==> config.mk <==
export PLATFORM = sky130hd
export DESIGN_NAME = dna_search_sched
export DESIGN_NICKNAME = d
export VERILOG_FILES = /design/src/rtl/dna_sched_pkg.sv /design/src/rtl/rr_arbiter2.sv /design/src/rtl/dna_search_sched.sv
export SDC_FILE = /design/constraint.sdc
export NUM_CORES = 1
export LEC_CHECK = 0
export CORE_AREA = 5 5 60 62
export DETAILED_ROUTE_END_ITERATION = 7
export DIE_AREA = 0 0 65 67
export HOLD_SLACK_MARGIN = 0.05
export PLACE_DENSITY_LB_ADDON = 0.2
export SLEW_MARGIN = 40
export SYNTH_ARGS = -nofsm -noshare
export SYNTH_HDL_FRONTEND = slang
export SYNTH_SLANG_ARGS = --single-unit
==> constraint.sdc <==
create_clock -name clock -period 3.8 [get_ports clock]
set_input_delay 0.57 -clock clock [delete_from_list [all_inputs] [get_ports clock]]
set_output_delay 0.57 -clock clock [all_outputs]
set_load 0.05 [all_outputs]
==> src/rtl/dna_sched_pkg.sv <==
// dna_sched_pkg: shared types and constants for the DNA search scheduler
package dna_sched_pkg;

    localparam int LEN_W = 16;

    typedef enum logic [1:0] {
        IDLE,
        ISSUE,
        WAIT,
        REPORT
    } state_t;

    // One-hot requester select: bit 0 = requester 0, bit 1 = requester 1
    typedef logic [1:0] grant_t;

endpackage

==> src/rtl/rr_arbiter2.sv <==
// rr_arbiter2: two-way round-robin arbiter producing a one-hot grant
import dna_sched_pkg::*;

module rr_arbiter2 (
    input  grant_t req,
    input  grant_t last_grant,
    output grant_t grant
);

    // On contention the requester not served last wins; otherwise the sole requester
    always_comb begin
        grant = (req == 2'b11) ? ~last_grant :
                req[0]         ? 2'b01 :
                req[1]         ? 2'b10 : 2'b00;
    end

endmodule

==> src/rtl/dna_search_sched.sv <==
// dna_search_sched: round-robin job scheduler for a pattern searcher; DNA_SCHED_TIMEOUT_EN adds a WAIT watchdog
import dna_sched_pkg::*;

module dna_search_sched #(
    parameter int TIMEOUT_CYCLES = 1024
) (
    input  logic             clock,
    input  logic             reset,
    input  logic [1:0]       req,
    input  logic [LEN_W-1:0] len0,
    input  logic [LEN_W-1:0] len1,
    output logic [1:0]       ack,
    output logic             res_found,
    output logic             res_error,
    output logic             res_timeout,
    output logic             ready,
    output logic [LEN_W-1:0] dna_length,
    input  logic             done,
    input  logic             found_it,
    input  logic             error,
    output logic             busy
);

    if (TIMEOUT_CYCLES < 1) begin : g_bad_timeout
        $error("TIMEOUT_CYCLES must be at least 1");
    end

    state_t           state_q, state_d;
    grant_t           grant_q, grant_d;
    grant_t           last_q, last_d;
    grant_t           arb_grant;
    logic [LEN_W-1:0] len_q, len_d;
    logic [LEN_W-1:0] sel_len;
    logic             found_q, found_d;
    logic             error_q, error_d;

`ifdef DNA_SCHED_TIMEOUT_EN
    localparam int CNT_W = $clog2(TIMEOUT_CYCLES + 1);
    logic [CNT_W-1:0] cnt_q, cnt_d;
    logic             timeout_q, timeout_d;
`endif

    rr_arbiter2 u_arb (
        .req        (req),
        .last_grant (last_q),
        .grant      (arb_grant)
    );

    assign sel_len = arb_grant[0] ? len0 : len1;

    always_comb begin
        state_d = state_q;
        grant_d = grant_q;
        last_d  = last_q;
        len_d   = len_q;
        found_d = found_q;
        error_d = error_q;
`ifdef DNA_SCHED_TIMEOUT_EN
        cnt_d     = cnt_q;
        timeout_d = timeout_q;
`endif
        case (state_q)
            IDLE: begin
                if (req != 2'b00) begin
                    grant_d = arb_grant;
                    last_d  = arb_grant;
                    len_d   = sel_len;
                    found_d = 1'b0;
                    // A zero-length job never reaches the searcher and reports as an error
                    error_d = (sel_len == '0);
                    state_d = (sel_len == '0) ? REPORT : ISSUE;
`ifdef DNA_SCHED_TIMEOUT_EN
                    timeout_d = 1'b0;
`endif
                end
            end
            ISSUE: begin
                state_d = WAIT;
`ifdef DNA_SCHED_TIMEOUT_EN
                cnt_d = '0;
`endif
            end
            WAIT: begin
                if (done) begin
                    found_d = found_it;
                    error_d = error;
                    state_d = REPORT;
                end
`ifdef DNA_SCHED_TIMEOUT_EN
                else if (cnt_q == CNT_W'(TIMEOUT_CYCLES - 1)) begin
                    found_d   = 1'b0;
                    error_d   = 1'b1;
                    timeout_d = 1'b1;
                    state_d   = REPORT;
                end else begin
                    cnt_d = cnt_q + CNT_W'(1);
                end
`endif
            end
            REPORT: state_d = IDLE;
            default: state_d = IDLE;
        endcase
    end

    always_ff @(posedge clock) begin
        if (reset) begin
            state_q <= IDLE;
            grant_q <= 2'b00;
            last_q  <= 2'b10;
            len_q   <= '0;
            found_q <= 1'b0;
            error_q <= 1'b0;
        end else begin
            state_q <= state_d;
            grant_q <= grant_d;
            last_q  <= last_d;
            len_q   <= len_d;
            found_q <= found_d;
            error_q <= error_d;
        end
    end

`ifdef DNA_SCHED_TIMEOUT_EN
    always_ff @(posedge clock) begin
        if (reset) begin
            cnt_q     <= '0;
            timeout_q <= 1'b0;
        end else begin
            cnt_q     <= cnt_d;
            timeout_q <= timeout_d;
        end
    end

    assign res_timeout = (state_q == REPORT) & timeout_q;
`else
    assign res_timeout = 1'b0;
`endif

    assign ready      = (state_q == ISSUE);
    assign ack        = (state_q == REPORT) ? grant_q : 2'b00;
    assign res_found  = (state_q == REPORT) & found_q;
    assign res_error  = (state_q == REPORT) & error_q;
    assign busy       = (state_q != IDLE);
    assign dna_length = len_q;

endmodule

==> results.cfg, run 1 <==
[run_status]
outcome = completed

[critical_path]
critical_path.startpoint_type = flip-flop
crit_type = reg2out
arrival_ps = 1970
r2r_cells = 6
critPathMaxFanout = 6
crit_path_end_kind = primary output
crit_required_ps = 3230
r2r_slack_ps = 2030

[finish]
syn_to_final_growth_pct = 51.7
final_nets = 234
insertedDiodeCount = 0
num-fill-cells = 268
drive_gt1_share_pct = 3.68

[clock_tree]
cts_root_buffer = clkbuf_4
cts-buffers-inserted = 3
cts_resized = 0
clkSlewWorstSetupHoldPaths_ps = 120
htreeDepth = 1
postCtsHoldBufs = 0
clkSinkCount = 23
cts_setup_buffers = 0
clock_latency_ps = 300
cts_tree = built
clockBufferDepth = 2

[drt]
wire_per_inst_um = 15.0
drc_errors = 0
first_pass_iters = 4
wl_um = 3360
ant_nets = 0
vias = 1215
drtIter0Drc = 71
vias_per_cell = 5.45

[timing]
min_period_ps = 2540
fmax_mhz = 394
grt_setup_unrepaired = false
skew_ps = 5.57
tightest_slew_ps = 525
finalCritPeriodShare_pct = 66.8
tns_ps = 0
finalSetupViolations = 0
slew_headroom_pct = 64.9
finalHoldViolations = 0
drv_slew = 0

[synthesis]
synth-seq-cells = 23
yosys_warnings = 0
synth_nets = 176
postSynthAreaPerCell_um2 = 9.03
yosysSeqAreaShare_pct = 38.3
synthTopCellsByArea = dfxtp_1, mux2i_1, a211oi_1
synthArstFlopShare_pct = 0
synthCells = 133
yosysUniqueCellTypes = 29
synth_largest_area_cell = dfxtp_1
synth_top_area_share_pct = 38.3
synth_ff_type = dfxtp_1
synth_edf_count = 0
synth_common_cells = dfxtp_1, nor2_1, a211oi_1, mux2i_1, nor4_1
netlist_area_mm2 = 0.00120

[grt]
grt_pass1_wl_um = 5740
grt_max_degree = 27
grt_pass1_vias = 1336
antenna_found_initial = 0
track_usage_pct = 16.4
grt_overflow = 0

[floorplan]
rows = 20
die_h_um = 67
die_x_um = 65
dieArea_mm2 = 0.00436
ioPinCount = 62
start_util_pct = 40.3
coreArea_mm2 = 0.00298

[place]
dpl.hpwl_um = 2610
gp_congestion = 0.795
port_buffers = 60

[power]
max-vdd-ir-drop_mv = 0.218
p_leak_nw = 0.706
total_power_uw = 740
powerDensity_mw_per_mm2 = 406

[worst_hold_path]
hold_depth = 2
hp-class = reg2reg

[flow_run]
cap_violations = 0
-- state kept, by name (all words and copies together), names as in the netlist --
signal,flops
found_q,1
grant_q,2
dna_length,16
last_q,1
state_q,2
error_q,1
-- critical path, stage by stage, from the launching register on --
cell             delay, ps
dfxtp_1                410
inv_1                   90
ha_1                   270
inv_1                  100
clkdlybuf4s50_1        800
-- where the power goes --
| part | switching [mW] | total, mW | internal, mW |
|---|---|---|---|
| Sequential | 0.0192 | 0.294 | 0.275 |
| Clock | 0.0681 | 0.109 | 0.0408 |
| Combinational | 0.205 | 0.337 | 0.132 |
-- metrics by stage --
stage               setup WS, ps  util (%)  std cells  instance area (µm²)  hold slack [ps]
global route                1190      61.2        223                 1820              525
CTS                         1250      61.2        223                 1820              490
floorplan                   2240         -        133                 1200              439
finish                      1260      61.2        223                 1820              489
detailed placement          1610      60.3        219                 1800              467
global placement            1660      60.3        219                 1800              469
-- metal layers --
metal | vias to the layer above | track usage, % | part of all wire, %
met4 | 0 | 5.01 | 0.63
met5 | - | 0 | 0
met1 | 564 | 18.7 | 43
met2 | 47 | 29.9 | 49
met3 | 2 | 3.88 | 7.7
li1 | 602 | - | -
-- cell usage in the layout, fill, tap and decap left out, types with 2 or more instances in the layout --
master,synthesis,layout
clkbuf_4,0,3
dfxtp_1,23,23
nor4_1,8,8
inv_1,3,3
mux2i_1,16,16
a211oi_1,16,16
nand4b_1,2,2
and2_1,4,4
ha_1,4,4
nor2_1,23,23
clkdlybuf4s50_1,0,60
buf_4,2,3
a21oi_1,4,4
o21a_1,2,2
nand2_1,3,3
a31oi_1,2,2
o22ai_1,2,2
nand3_1,2,2
-- final cells by class --
cell class | instances | area [µm²] | share of cell area [%]
Timing Repair Buffer | 63 | 623 | 34.2
Tap cell | 33 | 41.3 | 2.27
Multi-Input combinational cell | 97 | 659 | 36.2
Inverter | 3 | 11.3 | 0.618
Sequential cell | 23 | 460 | 25.3
Clock buffer | 4 | 26.3 | 1.44
-- cells by family after synthesis --
group	share of synthesized area, %
adders and majority gates	4.17
muxes	13.3
DFF	38.3
and+or+nand+nor	18.2
AOI/OAI and AO/OA	18.9
buffers and inverters	6.77
other	0.312
-- final timing paths --
kind / start / end
worst max register to register: state_q[0]$_SDFFE_PP0P_ / error_q$_SDFFE_PP0P_
worst min-delay path: found_q$_SDFFE_PP0P_ / found_q$_SDFFE_PP0P_
worst max-delay path: state_q[0]$_SDFFE_PP0P_ / busy
worst min register to register: found_q$_SDFFE_PP0P_ / found_q$_SDFFE_PP0P_
No activity file was read; power rests on OpenSTA's default activity.
==> inputs of run 2 (changes only) <==
--- a/config.mk
+++ b/config.mk
@@ -5,9 +5,9 @@
 export SDC_FILE = /design/constraint.sdc
 export NUM_CORES = 1
 export LEC_CHECK = 0
-export CORE_AREA = 5 5 60 62
+export CORE_AREA = 5 5 62 64
 export DETAILED_ROUTE_END_ITERATION = 7
-export DIE_AREA = 0 0 65 67
+export DIE_AREA = 0 0 67 69
 export HOLD_SLACK_MARGIN = 0.05
 export PLACE_DENSITY_LB_ADDON = 0.2
 export SLEW_MARGIN = 40
==> constraint.sdc (replaced) <==
create_clock -name clock -period 2.4 [get_ports clock]
set_input_delay 0.36 -clock clock [delete_from_list [all_inputs] [get_ports clock]]
set_output_delay 0.36 -clock clock [all_outputs]
set_load 0.05 [all_outputs]
==> results.cfg, run 2 (synthesized netlist as in run 1, its figures left out) <==
[power]
powerDensity_mw_per_mm2 = 637
total_power_mw = 1.18
max-vdd-ir-drop_mv = 0.233
p_leak_nw = 0.728

[place]
dpl.hpwl_um = 2800
postPlaceCellArea_mm2 = 0.00183
dp_slack_ps = 397
gp_congestion = 0.898
port_buffers = 60

[finish]
layout_common_cells = clkdlybuf4s50_1, nor2_1, dfxtp_1
final_common_cell = clkdlybuf4s50_1
drive_gt1_share_pct = 4.69
num-fill-cells = 317
multi_input_area_um2 = 659
syn_to_final_growth_pct = 54.5
final_nets = 236
largest_reg_flops = 16
insertedDiodeCount = 0
seqCellArea_um2 = 460
design_area_mm2 = 0.00186

[grt]
antenna_found_initial = 0
grt_max_degree = 19
grt_overflow = 0
grt_pass1_wl_um = 5710
track_usage_pct = 15.2
grt_pass1_vias = 1241

[drt]
wl_um = 3430
drc_errors = 0
wire_per_inst_um = 14.4
drtIter0Drc = 36
ant_nets = 0
vias = 1195
vias_per_cell = 5.02
first_pass_iters = 4

[timing]
finalHoldViolations = 0
drv_slew = 0
slew_headroom_pct = 64.3
fmax_mhz = 442
tns_ps = 0
finalCritPeriodShare_pct = 94.4
finalSetupViolations = 0
fin_ws_ps = 136
skew_ps = 5.58
min_period_ps = 2260
tightest_slew_ps = 534
grt_setup_unrepaired = false

[clock_tree]
cts_root_buffer = clkbuf_4
cts_resized = 0
cts_setup_buffers = 0
cts_tree = built
clkSinkCount = 23
clockBufferDepth = 2
clkSlewWorstSetupHoldPaths_ps = 120
clock_latency_ps = 300
cts-buffers-inserted = 3
postCtsHoldBufs = 0
htreeDepth = 1

[floorplan]
coreArea_mm2 = 0.00323
ioPinCount = 62
die_x_um = 67
start_util_pct = 37.2
rows = 21
dieArea_mm2 = 0.00462
die_h_um = 69

[critical_path]
critPathMaxFanout = 4
r2r_slack_ps = 640
r2r-start = state_q[0]$_SDFFE_PP0P_
crit_path_end_kind = primary output
crit_required_ps = 2040
arrival_ps = 1900
r2r_end = state_q[1]$_SDFFE_PP0P_
crit_type = reg2out
critical_path.startpoint_type = flip-flop
r2r_cells = 6

[worst_hold_path]
hold_depth = 2
hp-class = reg2reg
hold_start = found_q$_SDFFE_PP0P_
hold-path-endpoint = found_q$_SDFFE_PP0P_

[flow_run]
cap_violations = 0

[run_status]
outcome = completed
## run 2: where the power goes
group	total (mW)	switching, mW	internal [mW]
Clock	0.177	0.112	0.0648
Sequential	0.466	0.0310	0.435
Combinational	0.539	0.325	0.214
## run 2: worst max-delay path: stages, from the launching register on
cell	delay [ps]
dfxtp_1	420
ha_1	230
and2_1	150
clkdlybuf4s50_1	800
## run 2: worst max-delay path by stage
stage | startpoint | endpoint | slack [ps] | cells after the start
after detailed placement | state_q[0]$_SDFFE_PP0P_ | busy | 400 | 4
after global placement | state_q[0]$_SDFFE_PP0P_ | busy | 470 | 4
after floorplan | state_q[0]$_SDFFE_PP0P_ | error_q$_SDFFE_PP0P_ | 920 | 7
after global routing | state_q[0]$_SDFFE_PP0P_ | ack[1] | 30 | 3
final | state_q[0]$_SDFFE_PP0P_ | ack[1] | 140 | 3
after CTS | state_q[0]$_SDFFE_PP0P_ | busy | 40 | 4
## run 2: per-layer routing
metal  up-vias  share of wire (%)  global-route usage, %
met1       549                 41                   18.4
met3         2                5.4                   3.25
li1        613                  -                      -
met2        31                 53                   26.7
met4         0               0.41                   3.38
met5         -                  0                      0
## run 2: final cells by class
cell class                      instances  share of cell area, %
Multi-Input combinational cell         97                   35.5
Timing Repair Buffer                   65                   34.5
Sequential cell                        23                   24.8
Tap cell                               46                   3.10
Clock buffer                            4                   1.42
Inverter                                3                  0.607
## run 2: through the flow
| step | hold slack [ps] | utilization, % | std cells |
|---|---|---|---|
| 2_1_floorplan | 439 | - | 133 |
| 3_3_place_gp | 464 | 56.5 | 234 |
| 5_1_grt | 525 | 57.4 | 238 |
| 4_1_cts | 492 | 57.3 | 238 |
| 3_5_place_dp | 468 | 56.5 | 234 |
| 6_report | 489 | 57.4 | 238 |
==> inputs of run 3 (changes only) <==
--- a/config.mk
+++ b/config.mk
@@ -5,9 +5,9 @@
 export SDC_FILE = /design/constraint.sdc
 export NUM_CORES = 1
 export LEC_CHECK = 0
-export CORE_AREA = 5 5 62 64
+export CORE_AREA = 2 2 59 61
 export DETAILED_ROUTE_END_ITERATION = 7
-export DIE_AREA = 0 0 67 69
+export DIE_AREA = 0 0 61 63
 export HOLD_SLACK_MARGIN = 0.05
 export PLACE_DENSITY_LB_ADDON = 0.2
 export SLEW_MARGIN = 40
==> results.cfg, run 3 (synthesized netlist as in run 1, its figures left out) <==
[clock_tree]
clockBufferDepth = 2
clkSlewWorstSetupHoldPaths_ps = 130
cts-buffers-inserted = 3
cts_root_buffer = clkbuf_4
htreeDepth = 1
clock_latency_ps = 310
clkSinkCount = 23
cts_tree = built
cts_setup_buffers = 0

[timing]
min_period_ps = 2290
fmax_mhz = 436
slew_headroom_pct = 65.6
grt_setup_unrepaired = false
finalSetupViolations = 0
drv_slew = 0
finalHoldViolations = 0
skew_ps = 4.49
finalCritPeriodShare_pct = 95.6
tightest_slew_ps = 515
tns_ps = 0

[worst_hold_path]
hold_start = found_q$_SDFFE_PP0P_
hp-class = reg2reg
hold_depth = 2
hold-path-endpoint = found_q$_SDFFE_PP0P_

[critical_path]
crit_required_ps = 2040
critical_path.startpoint_type = flip-flop
r2r_slack_ps = 670
critPathMaxFanout = 4
crit_path_end_kind = primary output
r2r-start = state_q[1]$_SDFFE_PP0P_
r2r_end = error_q$_SDFFE_PP0P_
slowest_stage = clkdlybuf4s50_1
r2r_cells = 6
arrival_ps = 1930
crit_type = reg2out
crit_start = state_q[1]$_SDFFE_PP0P_
slowest_delay_ps = 800
worstPathCellList = ha_1 > and2_1 > clkdlybuf4s50_1

[finish]
layout_common_cells = clkdlybuf4s50_1, nor2_1, dfxtp_1
num-fill-cells = 321
fin_util_pct = 57.5
design_area_mm2 = 0.00186
final_nets = 236
instances_no_fill = 238
largest_reg_flops = 16
drive_gt1_share_pct = 5.21
final_common_cell = clkdlybuf4s50_1
insertedDiodeCount = 0
syn_to_final_growth_pct = 54.6

[place]
port_buffers = 60
postPlaceCellArea_mm2 = 0.00183
placed_cells = 234
dpl.hpwl_um = 2610
gp_congestion = 0.801

[drt]
vias_per_cell = 5.01
ant_nets = 0
drc_errors = 0
wl_um = 3270
first_pass_iters = 4
vias = 1192
wire_per_inst_um = 13.7
drtIter0Drc = 36

[grt]
grt_max_degree = 19
grt_pass1_vias = 1213
grt_pass1_wl_um = 5240
grt_overflow = 0
track_usage_pct = 17.7
antenna_found_initial = 0

[floorplan]
die_x_um = 61
ioPinCount = 62
coreArea_mm2 = 0.00323
start_util_pct = 37.2
rows = 21
dieArea_mm2 = 0.00384
die_h_um = 63

[power]
max-vdd-ir-drop_mv = 0.228
powerDensity_mw_per_mm2 = 639
p_leak_nw = 0.731

[flow_run]
cap_violations = 0

[run_status]
outcome = completed
==> run 3: stage by stage <==
| step | hold slack, ps | worst slack, ps | power (mW) |
|---|---|---|---|
| detailed placement | 465 | 425 | 1.02 |
| floorplan | 439 | 923 | 0.820 |
| CTS | 489 | 53.7 | 1.20 |
| global route | 528 | 7.02 | 1.26 |
| global placement | 460 | 479 | 1.01 |
| finish | 486 | 106 | 1.19 |
==> run 3: worst max-delay path, delay by kind of cell, from the launching register on <==
family / cells / cell delay (ps)
adder cells (fa/ha/maj): 1 / 250
AND/OR/NAND/NOR: 1 / 150
buffers and inverters: 1 / 800
flip-flops: 1 / 420
==> run 3: layout make-up <==
| class | instances | area, µm² | area share, % |
|---|---|---|---|
| Multi-Input combinational cell | 97 | 659 | 35.5 |
| Timing Repair Buffer | 65 | 641 | 34.5 |
| Sequential cell | 23 | 460 | 24.8 |
| Tap cell | 46 | 57.6 | 3.10 |
| Clock buffer | 3 | 22.5 | 1.21 |
| Inverter | 3 | 11.3 | 0.606 |
| Clock inverter | 1 | 5.00 | 0.270 |
==> run 3: repair_timing <==
item,4_1_cts,5_1_grt
hold buffers,0,0
gates resized for setup,0,1
setup endpoints to repair,0,1
==> run 3: worst max path at each step <==
| stage | to | slack [ps] |
|---|---|---|
| 3_3_place_gp | busy | 480 |
| 5_1_grt | ack[1] | 7 |
| 6_report | ack[1] | 110 |
| 2_1_floorplan | error_q$_SDFFE_PP0P_ | 920 |
| 3_5_place_dp | busy | 430 |
| 4_1_cts | busy | 50 |
==> run 3: power by group <==
part	internal, mW	leakage [nW]	total, mW	switching [mW]
Clock	0.0623	0.0177	0.182	0.120
Combinational	0.214	0.522	0.539	0.325
Sequential	0.435	0.191	0.466	0.0303
Total	0.712	0.731	1.19	0.475
==> run 3: per-layer routing <==
metal / vias up / global-route usage (%) / share of wire [%]
li1: 607 / - / -
met5: - / 0 / 0
met2: 44 / 29.3 / 49
met1: 535 / 21.1 / 42
met4: 0 / 8.42 / 1.8
met3: 6 / 3.73 / 7.0
